File: src/rtl/dll_tx_arbiter.sv
// Transmit-path arbiter: replay, DLLP and new-TLP sources share one registered
// 256-bit output toward PIPE; multi-beat packets hold a lock until their last beat.
module dll_tx_arbiter #(
  parameter int unsigned TLP_STARVE_MAX = 4
) (
  input  logic         sclk,
  input  logic         srst_n,
  input  logic [1:0]   dlcm_state_i,
  input  logic         rpl_valid_i,
  input  logic [255:0] rpl_data_i,
  input  logic         rpl_last_i,
  output logic         rpl_ready_o,
  input  logic         dllp_valid_i,
  input  logic [255:0] dllp_data_i,
  output logic         dllp_ready_o,
  input  logic         tlp_valid_i,
  input  logic [255:0] tlp_data_i,
  input  logic         tlp_last_i,
  output logic         tlp_ready_o,
  input  logic         pipe_ready_i,
  output logic         dll2pipe_valid_o,
  output logic [255:0] dll2pipe_data_o,
  output logic [1:0]   owner_o
);

  // Handshake: a beat moves when valid && ready are high in the same cycle;
  // producers hold valid/data until then, and ready never depends on a later edge.

  typedef enum logic [1:0] {
    IDLE     = 2'd0,
    LOCK_RPL = 2'd1,
    LOCK_TLP = 2'd2
  } state_e;

  localparam logic [3:0] STARVE_MAX = 4'(TLP_STARVE_MAX);

  state_e         state_q, state_d;
  logic           valid_q, valid_d;
  logic [255:0]   data_q, data_d;
  logic [3:0]     starve_cnt_q, starve_cnt_d;

  logic active, flush, out_free;
  logic grant_rpl, grant_dllp, grant_tlp;
  logic acc_rpl, acc_dllp, acc_tlp;

  assign active   = (dlcm_state_i == 2'd3);
  // Link down, or leaving Active mid-packet, drops whatever is in flight.
  assign flush    = (dlcm_state_i == 2'd0) || ((state_q != IDLE) && !active);
  assign out_free = !valid_q || pipe_ready_i;

  always_comb begin
    grant_rpl  = 1'b0;
    grant_dllp = 1'b0;
    grant_tlp  = 1'b0;
    owner_o    = 2'd0;
    if (srst_n && !flush && out_free) begin
      unique case (state_q)
        IDLE: begin
          if (active && rpl_valid_i)                                  grant_rpl  = 1'b1;
          else if (active && tlp_valid_i && starve_cnt_q == STARVE_MAX) grant_tlp  = 1'b1;
          else if (dlcm_state_i != 2'd0 && dllp_valid_i)              grant_dllp = 1'b1;
          else if (active && tlp_valid_i)                             grant_tlp  = 1'b1;
        end
        LOCK_RPL: grant_rpl = 1'b1;
        LOCK_TLP: grant_tlp = 1'b1;
        default: ;
      endcase
    end
    if (srst_n) begin
      unique case (state_q)
        LOCK_RPL: owner_o = 2'd1;
        LOCK_TLP: owner_o = 2'd3;
        default:  owner_o = grant_rpl ? 2'd1 : grant_tlp ? 2'd3 : grant_dllp ? 2'd2 : 2'd0;
      endcase
    end
  end

  assign rpl_ready_o  = grant_rpl;
  assign dllp_ready_o = grant_dllp;
  assign tlp_ready_o  = grant_tlp;

  assign acc_rpl  = grant_rpl  && rpl_valid_i;
  assign acc_dllp = grant_dllp && dllp_valid_i;
  assign acc_tlp  = grant_tlp  && tlp_valid_i;

  always_comb begin
    state_d      = state_q;
    valid_d      = valid_q;
    data_d       = data_q;
    starve_cnt_d = starve_cnt_q;
    if (flush) begin
      state_d      = IDLE;
      valid_d      = 1'b0;
      starve_cnt_d = 4'd0;
    end else begin
      unique case (state_q)
        IDLE: begin
          if (acc_rpl && !rpl_last_i)      state_d = LOCK_RPL;
          else if (acc_tlp && !tlp_last_i) state_d = LOCK_TLP;
        end
        LOCK_RPL: if (acc_rpl && rpl_last_i) state_d = IDLE;
        LOCK_TLP: if (acc_tlp && tlp_last_i) state_d = IDLE;
        default:  state_d = IDLE;
      endcase

      if (acc_rpl || acc_dllp || acc_tlp) begin
        valid_d = 1'b1;
        data_d  = acc_rpl ? rpl_data_i : acc_tlp ? tlp_data_i : dllp_data_i;
      end else if (pipe_ready_i) begin
        valid_d = 1'b0;
      end

      if (acc_tlp && tlp_last_i)
        starve_cnt_d = 4'd0;
      else if (acc_dllp && tlp_valid_i && active && starve_cnt_q != STARVE_MAX)
        starve_cnt_d = starve_cnt_q + 4'd1;
    end
  end

  always_ff @(posedge sclk or negedge srst_n) begin
    if (!srst_n) begin
      state_q      <= IDLE;
      valid_q      <= 1'b0;
      data_q       <= '0;
      starve_cnt_q <= 4'd0;
    end else begin
      state_q      <= state_d;
      valid_q      <= valid_d;
      data_q       <= data_d;
      starve_cnt_q <= starve_cnt_d;
    end
  end

  assign dll2pipe_valid_o = valid_q;
  assign dll2pipe_data_o  = data_q;

endmodule

File: config.mk
export PLATFORM = sky130hd
export DESIGN_NAME = dll_tx_arbiter
export DESIGN_NICKNAME = d
export VERILOG_FILES = /design/src/rtl/dll_tx_arbiter.sv
export SDC_FILE = /design/constraint.sdc
export NUM_CORES = 1
export LEC_CHECK = 0
export CORE_AREA = 2 2 401 403
export CTS_CLUSTER_DIAMETER = 40
export DETAILED_ROUTE_END_ITERATION = 10
export DIE_AREA = 0 0 403 405
export PLACE_DENSITY = 0.3
export SLEW_MARGIN = 20
export SYNTH_ARGS = -nofsm -noshare
export SYNTH_HDL_FRONTEND = slang
export SYNTH_SLANG_ARGS = --single-unit
export TNS_END_PERCENT = 50
File: constraint.sdc
create_clock -name sclk -period 3.7 [get_ports sclk]
set_input_delay 0.555 -clock sclk [delete_from_list [all_inputs] [get_ports sclk]]
set_output_delay 0.555 -clock sclk [all_outputs]
set_load 0.01 [all_outputs]
==> results of run 1 <==
## per-layer routing
| metal | part of all wire (%) | up-vias | GRT usage (%) |
|---|---|---|---|
| li1 | - | 7659 | - |
| met5 | 0.15 | - | 0 |
| met2 | 50 | 730 | 24.6 |
| met3 | 8.5 | 192 | 5.33 |
| met1 | 40 | 8166 | 16.2 |
| met4 | 1.9 | 30 | 3.52 |
## cells by family after synthesis
family | synth area share (%)
AOI/OAI and AO/OA | 25.4
buffers and inverters | 8.93
muxes | 0.150
xor gates and xnor gates | 0.196
and+or+nand+nor | 15.5
DFF | 49.2
adders and majority gates | 0.552
## what timing repair did
action                                 in CTS  in global routing
setup endpoints to repair                   1                  1
setup buffers                               1                  2
endpoints found under the hold margin       9                  0
gates resized for setup                     4                  2
pin swaps                                   2                  2
hold buffers                                1                  0
## metrics by stage
| step | setup slack (ns) | cells | instance area [µm²] |
|---|---|---|---|
| 6_report | 0.0955 | 4711 | 29300 |
| 5_1_grt | 0.0126 | 4707 | 29300 |
| 4_1_cts | 0.00579 | 4702 | 29200 |
| 3_5_place_dp | -0.529 | 4538 | 25900 |
| 3_3_place_gp | -0.555 | 4538 | 25900 |
| 2_1_floorplan | 1.30 | 1499 | 13400 |
## path summary, 6_finish.rpt
kind | startpoint | depth (start not counted) | slack [ns] | endpoint
worst max-delay path | dlcm_state_i[1] | 8 | 0.1 | owner_o[1]
worst min-delay path | srst_n | 2 | 0.36 | starve_cnt_q[0]
worst max register to register | state_q[0] | 9 | 0.75 | dll2pipe_data_o[35]
worst min register to register | starve_cnt_q[3] | 2 | 0.54 | starve_cnt_q[3]
max in group asynchronous | srst_n | 4 | 1.74 | dll2pipe_data_o[154]
min in group sclk | dllp_data_i[174] | 3 | 0.44 | dll2pipe_data_o[174]
## power groups by stage
stage               registers, W  logic (W)  clock network [W]
finish                   0.00516    0.00751            0.00837
global route             0.00533    0.00804            0.00876
CTS                      0.00517    0.00766            0.00863
detailed placement       0.00515    0.00763                  0
global placement         0.00517    0.00770                  0
floorplan                0.00567    0.00194                  0
## final cells by class
cell class | count | area, µm²
timing repair buffer | 1101 | 11100
clock inverter | 44 | 751
fill | 17800 | 130000
clock buffer | 118 | 2520
tap | 2086 | 2610
multi-input combinational | 1083 | 5620
sequential | 263 | 6580
antenna | 7 | 17.5
inverter | 9 | 46.3
## layout by cell type (no fill, tap or decap), drive strengths merged
cell           count
clkdlybuf4s50   1036
nand2            515
dfrtp            263
o22ai            256
a31oi            255
clkbuf           118
buf               64
clkinv            20
bufinv            17
inv               12
diode              7
nor2               5
a21oi              5
ha                 5
nand3              4
o21ai              4
clkinvlp           4
a41o               3
xnor2              3
o21a               3
o211ai             3
nand4              2
mux2i              2
nor4               2
or3                2
and3               2
nand2b             1
maj3               1
and4               1
nand3b             1
a211oi             1
o31a               1
a21o               1
a21boi             1
and2               1
o31ai              1
nor3               1
nand4b             1
dlygate4sd3        1
## critical path: cells and delay by family
family,cells,cell delay [ns]
adders and majority gates,1,0.32
buffers and inverters,3,1.11
and+or+nand+nor,1,0.32
AOI/OAI and AO/OA,3,0.74
## synth_stat cells (2+ instances only)
master    number
o21a_1         2
a41o_1         3
buf_2         71
a21oi_1        5
nand2_1      513
nor2_1         5
nand3_1        4
xnor2_1        3
ha_1           5
a31oi_1      254
clkbuf_8       7
nand4_1        2
o22ai_1      256
o211ai_1       2
clkbuf_1      15
dfrtp_1      263
buf_12        12
mux2i_1        2
buf_6         29
and3_1         2
buf_4          7
o21ai_0        4
nor4_1         2
or3_1          2
inv_1          8
## state kept, by name, summed over array words and instances, names as in the netlist
| signal | count |
|---|---|
| state_q | 2 |
| dll2pipe_data_o | 256 |
| dll2pipe_valid_o | 1 |
| starve_cnt_q | 4 |
==> flow_summary_export.csv, run 1 <==
group,metric,value,unit
timing,finalMaxSlewViolations,0,
detailed_routing,ant_nets,0,
detailed_routing,drt_first_iter_violations,877,
run,drv_cap,0,
timing,min_period_over_period,97.4,%
floorplanning,rows,147,
status,status,"finished, final reports clean",
setup_path,crit_chain,"clkdlybuf4s50_1 -> maj3_2 -> and3_2 -> o21a_2 -> o21ai_0 -> a21boi_2 -> buf_4 -> buf_4",
global_routing,grt_overflow_total,0,
final_layout,final_net_count,3329,
yosys,syn_area,0.0134,mm²
timing,tns,0,ns
yosys,synth_seq_cells,263,
detailed_routing,dr.pass1.iters,5,
power,p_leak,11.2,nW
yosys,synth_flop_cell,"dfrtp_1",
yosys,synth_nets,2282,
clock_tree,cts.clk_slew.worst_paths,0.04,ns
timing,setup_viol,0,
floorplanning,fp.coreArea,0.159,mm²
placement,place.gp.congestion,0.829,
power,p_seq_share,24.5,%
timing,hold_violations,0,
clock_tree,clockBufferDepth,3,
detailed_routing,drc,0,
setup_path,slowest_delay,0.81,ns
final_layout,drive_above_1_share,8.71,%
global_routing,antenna_found_initial,58,
placement,portBuffers,1039,
final_layout,area_delta_synth_final,119,%
floorplanning,die_h,405,µm
timing,rsz0062_at_grt,"no",
power,combPwrFrac,35.7,%
setup_path,crit_required,3.14,ns
setup_path,worstSetupPathType,"in2out",
floorplanning,initial_core_util,8.40,%
setup_path,start_kind,"input port",
power,power.switching,0.00680,W
power,total_power,0.0210,W
yosys,avgSynthCellArea,8.92,µm²
detailed_routing,avgRoutedWirePerCell,25.6,µm
timing,relSlewSlack,39.2,%
global_routing,grt_pass1_wl,158000,µm
clock_tree,cts_root_buffer,"clkbuf_16",
placement,dp_hpwl,94900,µm
floorplanning,die_area,0.163,mm²
clock_tree,clkLatencyLatePin,0.67,ns
clock_tree,tritoncts,"yes",
setup_path,cpMostUsedCell,"buf_4",
power,p_int,0.0142,W
timing,whs,0.356,ns
setup_path,critPathMaxFanout,8,
worst_hold_path,hp-class,"in2async",
clock_tree,h-tree-depth,3,
yosys,synthTopCellsByArea,"dfrtp_1 49%, nand2_1 14%, o22ai_1 12%",
final_layout,fin_util,18.4,%
yosys,synth.largest_area_cell,"dfrtp_1",
yosys,ys_types,46,
yosys,yosys_warnings,0,
timing,worst_pin_slew,0.912,ns
setup_path,crit_path_end_kind,"output port",
floorplanning,die_w,403,µm
global_routing,grt_pass1_vias,17400,
power,switching_share,32.3,%
power,pwr-share-clk,39.8,%
yosys,ys_seq_area_share,49.2,%
yosys,synth-edff-count,0,
setup_path,crit_slowest_cell,"clkdlybuf4s50_1",
clock_tree,cts_buffers,88,
clock_tree,cts_sinks,263,
detailed_routing,vias_per_cell,3.56,
floorplanning,num_io_pins,1040,
global_routing,grt_usage,14.1,%
yosys,netlist_instances,1499,
global_routing,grt_max_degree,91,
detailed_routing,vias,16800,
setup_path,crit_arrival,3.05,ns
timing,clock.fmax,0.277,GHz
detailed_routing,wl,120000,µm
power,power_density,718,mW/mm²
yosys,synthArstFlopShare,100,%
power,ir_worst_vdd,0.000283,V
timing,clock_skew,0.0345,ns
timing,final.min_clock_period,3.60,ns
yosys,yosysTopAreaCellShare,49.2,%
(Power assumes the default switching activity.)
==> run 2: changes to the inputs <==
--- a/config.mk
+++ b/config.mk
@@ -10,6 +10,7 @@
 export DETAILED_ROUTE_END_ITERATION = 10
 export DIE_AREA = 0 0 403 405
 export PLACE_DENSITY = 0.3
+export SKIP_CTS_REPAIR_TIMING = 1
 export SLEW_MARGIN = 20
 export SYNTH_ARGS = -nofsm -noshare
 export SYNTH_HDL_FRONTEND = slang
==> run 2 against run 1 <==
  * Maximum frequency increased by 1.8%
  * Largest power group unchanged
  * Global-route usage about the same
  * Sequential share of layout area about the same
  * Combinational power about the same
  * Hold slack got worse by 0.00057 ns
  * Total power about the same
  * Sequential cell count unchanged
  * Via count about the same
  * Setup slack improved by 0.063 ns
  * Final area about the same
==> flow_summary_export.csv, run 2 (synthesis gave the netlist of run 1 again) <==
group,metric,value,unit
detailed_routing,vias,16800,
detailed_routing,wl,120000,µm
final_layout,drive_above_1_share,8.71,%
clock_tree,cts.clk_slew.worst_paths,0.04,ns
placement,dp_hpwl,94900,µm
clock_tree,clkLatencyLatePin,0.67,ns
detailed_routing,avgRoutedWirePerCell,25.6,µm
global_routing,antenna_found_initial,58,
timing,clock_skew,0.0335,ns
floorplanning,initial_core_util,8.40,%
global_routing,grt_pass1_wl,158000,µm
setup_path,critPathMaxFanout,8,
floorplanning,die_h,405,µm
timing,hold_violations,0,
detailed_routing,ant_nets,0,
timing,relSlewSlack,37.9,%
placement,place_ws,-0.529,ns
clock_tree,h-tree-depth,3,
setup_path,crit_path_end_kind,"output port",
placement,place.gp.congestion,0.829,
status,status,"finished, final reports clean",
final_layout,largest_reg_flops,256,
setup_path,crit_arrival,2.99,ns
run,drv_cap,0,
floorplanning,num_io_pins,1040,
clock_tree,cts_sinks,263,
detailed_routing,dr.pass1.iters,6,
timing,min_period_over_period,95.7,%
power,p_leak,11.2,nW
floorplanning,die_w,403,µm
final_layout,fin_util,18.4,%
placement,portBuffers,1039,
placement,dp.cells,4538,
global_routing,grt_pass1_vias,17400,
final_layout,fin_cells,4711,
clock_tree,tritoncts,"yes",
timing,finalMaxSlewViolations,0,
setup_path,start_kind,"input port",
timing,final.min_clock_period,3.54,ns
timing,worst_pin_slew,0.932,ns
timing,setup_slack,0.159,ns
global_routing,grt_max_degree,91,
floorplanning,die_area,0.163,mm²
timing,setup_viol,0,
timing,clock.fmax,0.282,GHz
final_layout,layout_commonest_cell,"clkdlybuf4s50_1",
clock_tree,cts_root_buffer,"clkbuf_16",
floorplanning,fp.coreArea,0.159,mm²
final_layout,final_cell_mix,"1,035 x clkdlybuf4s50_1, 513 x nand2_1, 263 x dfrtp_1, 256 x o22ai_1, 254 x a31oi_1",
setup_path,worstSetupPathType,"in2out",
clock_tree,cts_buffers,88,
final_layout,final_net_count,3329,
floorplanning,rows,147,
worst_hold_path,hp-class,"in2async",
detailed_routing,vias_per_cell,3.56,
detailed_routing,drc,0,
clock_tree,clockBufferDepth,3,
timing,rsz0062_at_grt,"no",
global_routing,grt_usage,14.1,%
final_layout,area_delta_synth_final,119,%
power,power_density,718,mW/mm²
timing,whs,0.356,ns
setup_path,crit_required,3.14,ns
global_routing,grt_overflow_total,0,
detailed_routing,drt_first_iter_violations,872,
power,ir_worst_vdd,0.000283,V
==> run 2: changes by cell type in the layout (fill, tap and decap cells not counted) <==
cell,previous run,this run
clkdlybuf4s50_1,1036,1035
clkinv_8,0,1
dlymetal6s2s_1,0,1
inv_12,1,0
==> run 2: area by class of cell <==
type,instances,area (µm²)
diodes,7,17.5
multi-input cells,1083,5620
clock inverters,44,751
inverters,9,46.3
well taps,2086,2610
repair buffers,1101,11100
fillers,17800,130000
clock buffers,118,2520
flip-flops and latches,263,6580
==> run 2: worst max-delay path, stage by stage <==
cell and delay, ns:
clkdlybuf4s50_1 0.73, maj3_2 0.32, and3_2 0.32, o21a_2 0.23
o21ai_0 0.12, a21boi_2 0.40, buf_4 0.19, buf_4 0.11
==> run 2: where the power goes <==
group | internal [W] | switching (W) | leakage, nW
Sequential | 0.00428 | 0.000883 | 3.17
Clock | 0.00592 | 0.00244 | 1.60
Combinational | 0.00403 | 0.00347 | 6.46
Total | 0.0142 | 0.00680 | 11.2
==> run 2: per-layer routing <==
layer	GRT usage (%)	up-vias	part of all wire, %
met2	24.6	741	50
li1	-	7652	-
met5	0	-	0.15
met1	16.2	8148	40
met3	5.31	195	8.5
met4	3.52	30	1.9
==> run 2: worst paths after layout <==
kind	startpoint	to	slack, ns	cells past startpoint
worst max-delay path	dlcm_state_i[0]	owner_o[1]	0.16	8
worst min-delay path	srst_n	starve_cnt_q[0]	0.36	2
worst max register to register	state_q[0]	dll2pipe_data_o[35]	0.74	9
worst min register to register	dll2pipe_data_o[82]	dll2pipe_data_o[82]	0.54	2
max in group asynchronous	srst_n	dll2pipe_data_o[154]	1.73	4
min in group sclk	dllp_data_i[174]	dll2pipe_data_o[174]	0.44	3
==> run 2: stage by stage <==
step	power [W]	instance area, µm²	TNS, ns
after detailed placement	0.0128	25900	-1.37
after CTS	0.0215	29200	-0.563
after floorplan	0.00761	13400	0
final	0.0210	29300	0
after global routing	0.0221	29300	0
after global placement	0.0129	25900	-1.73
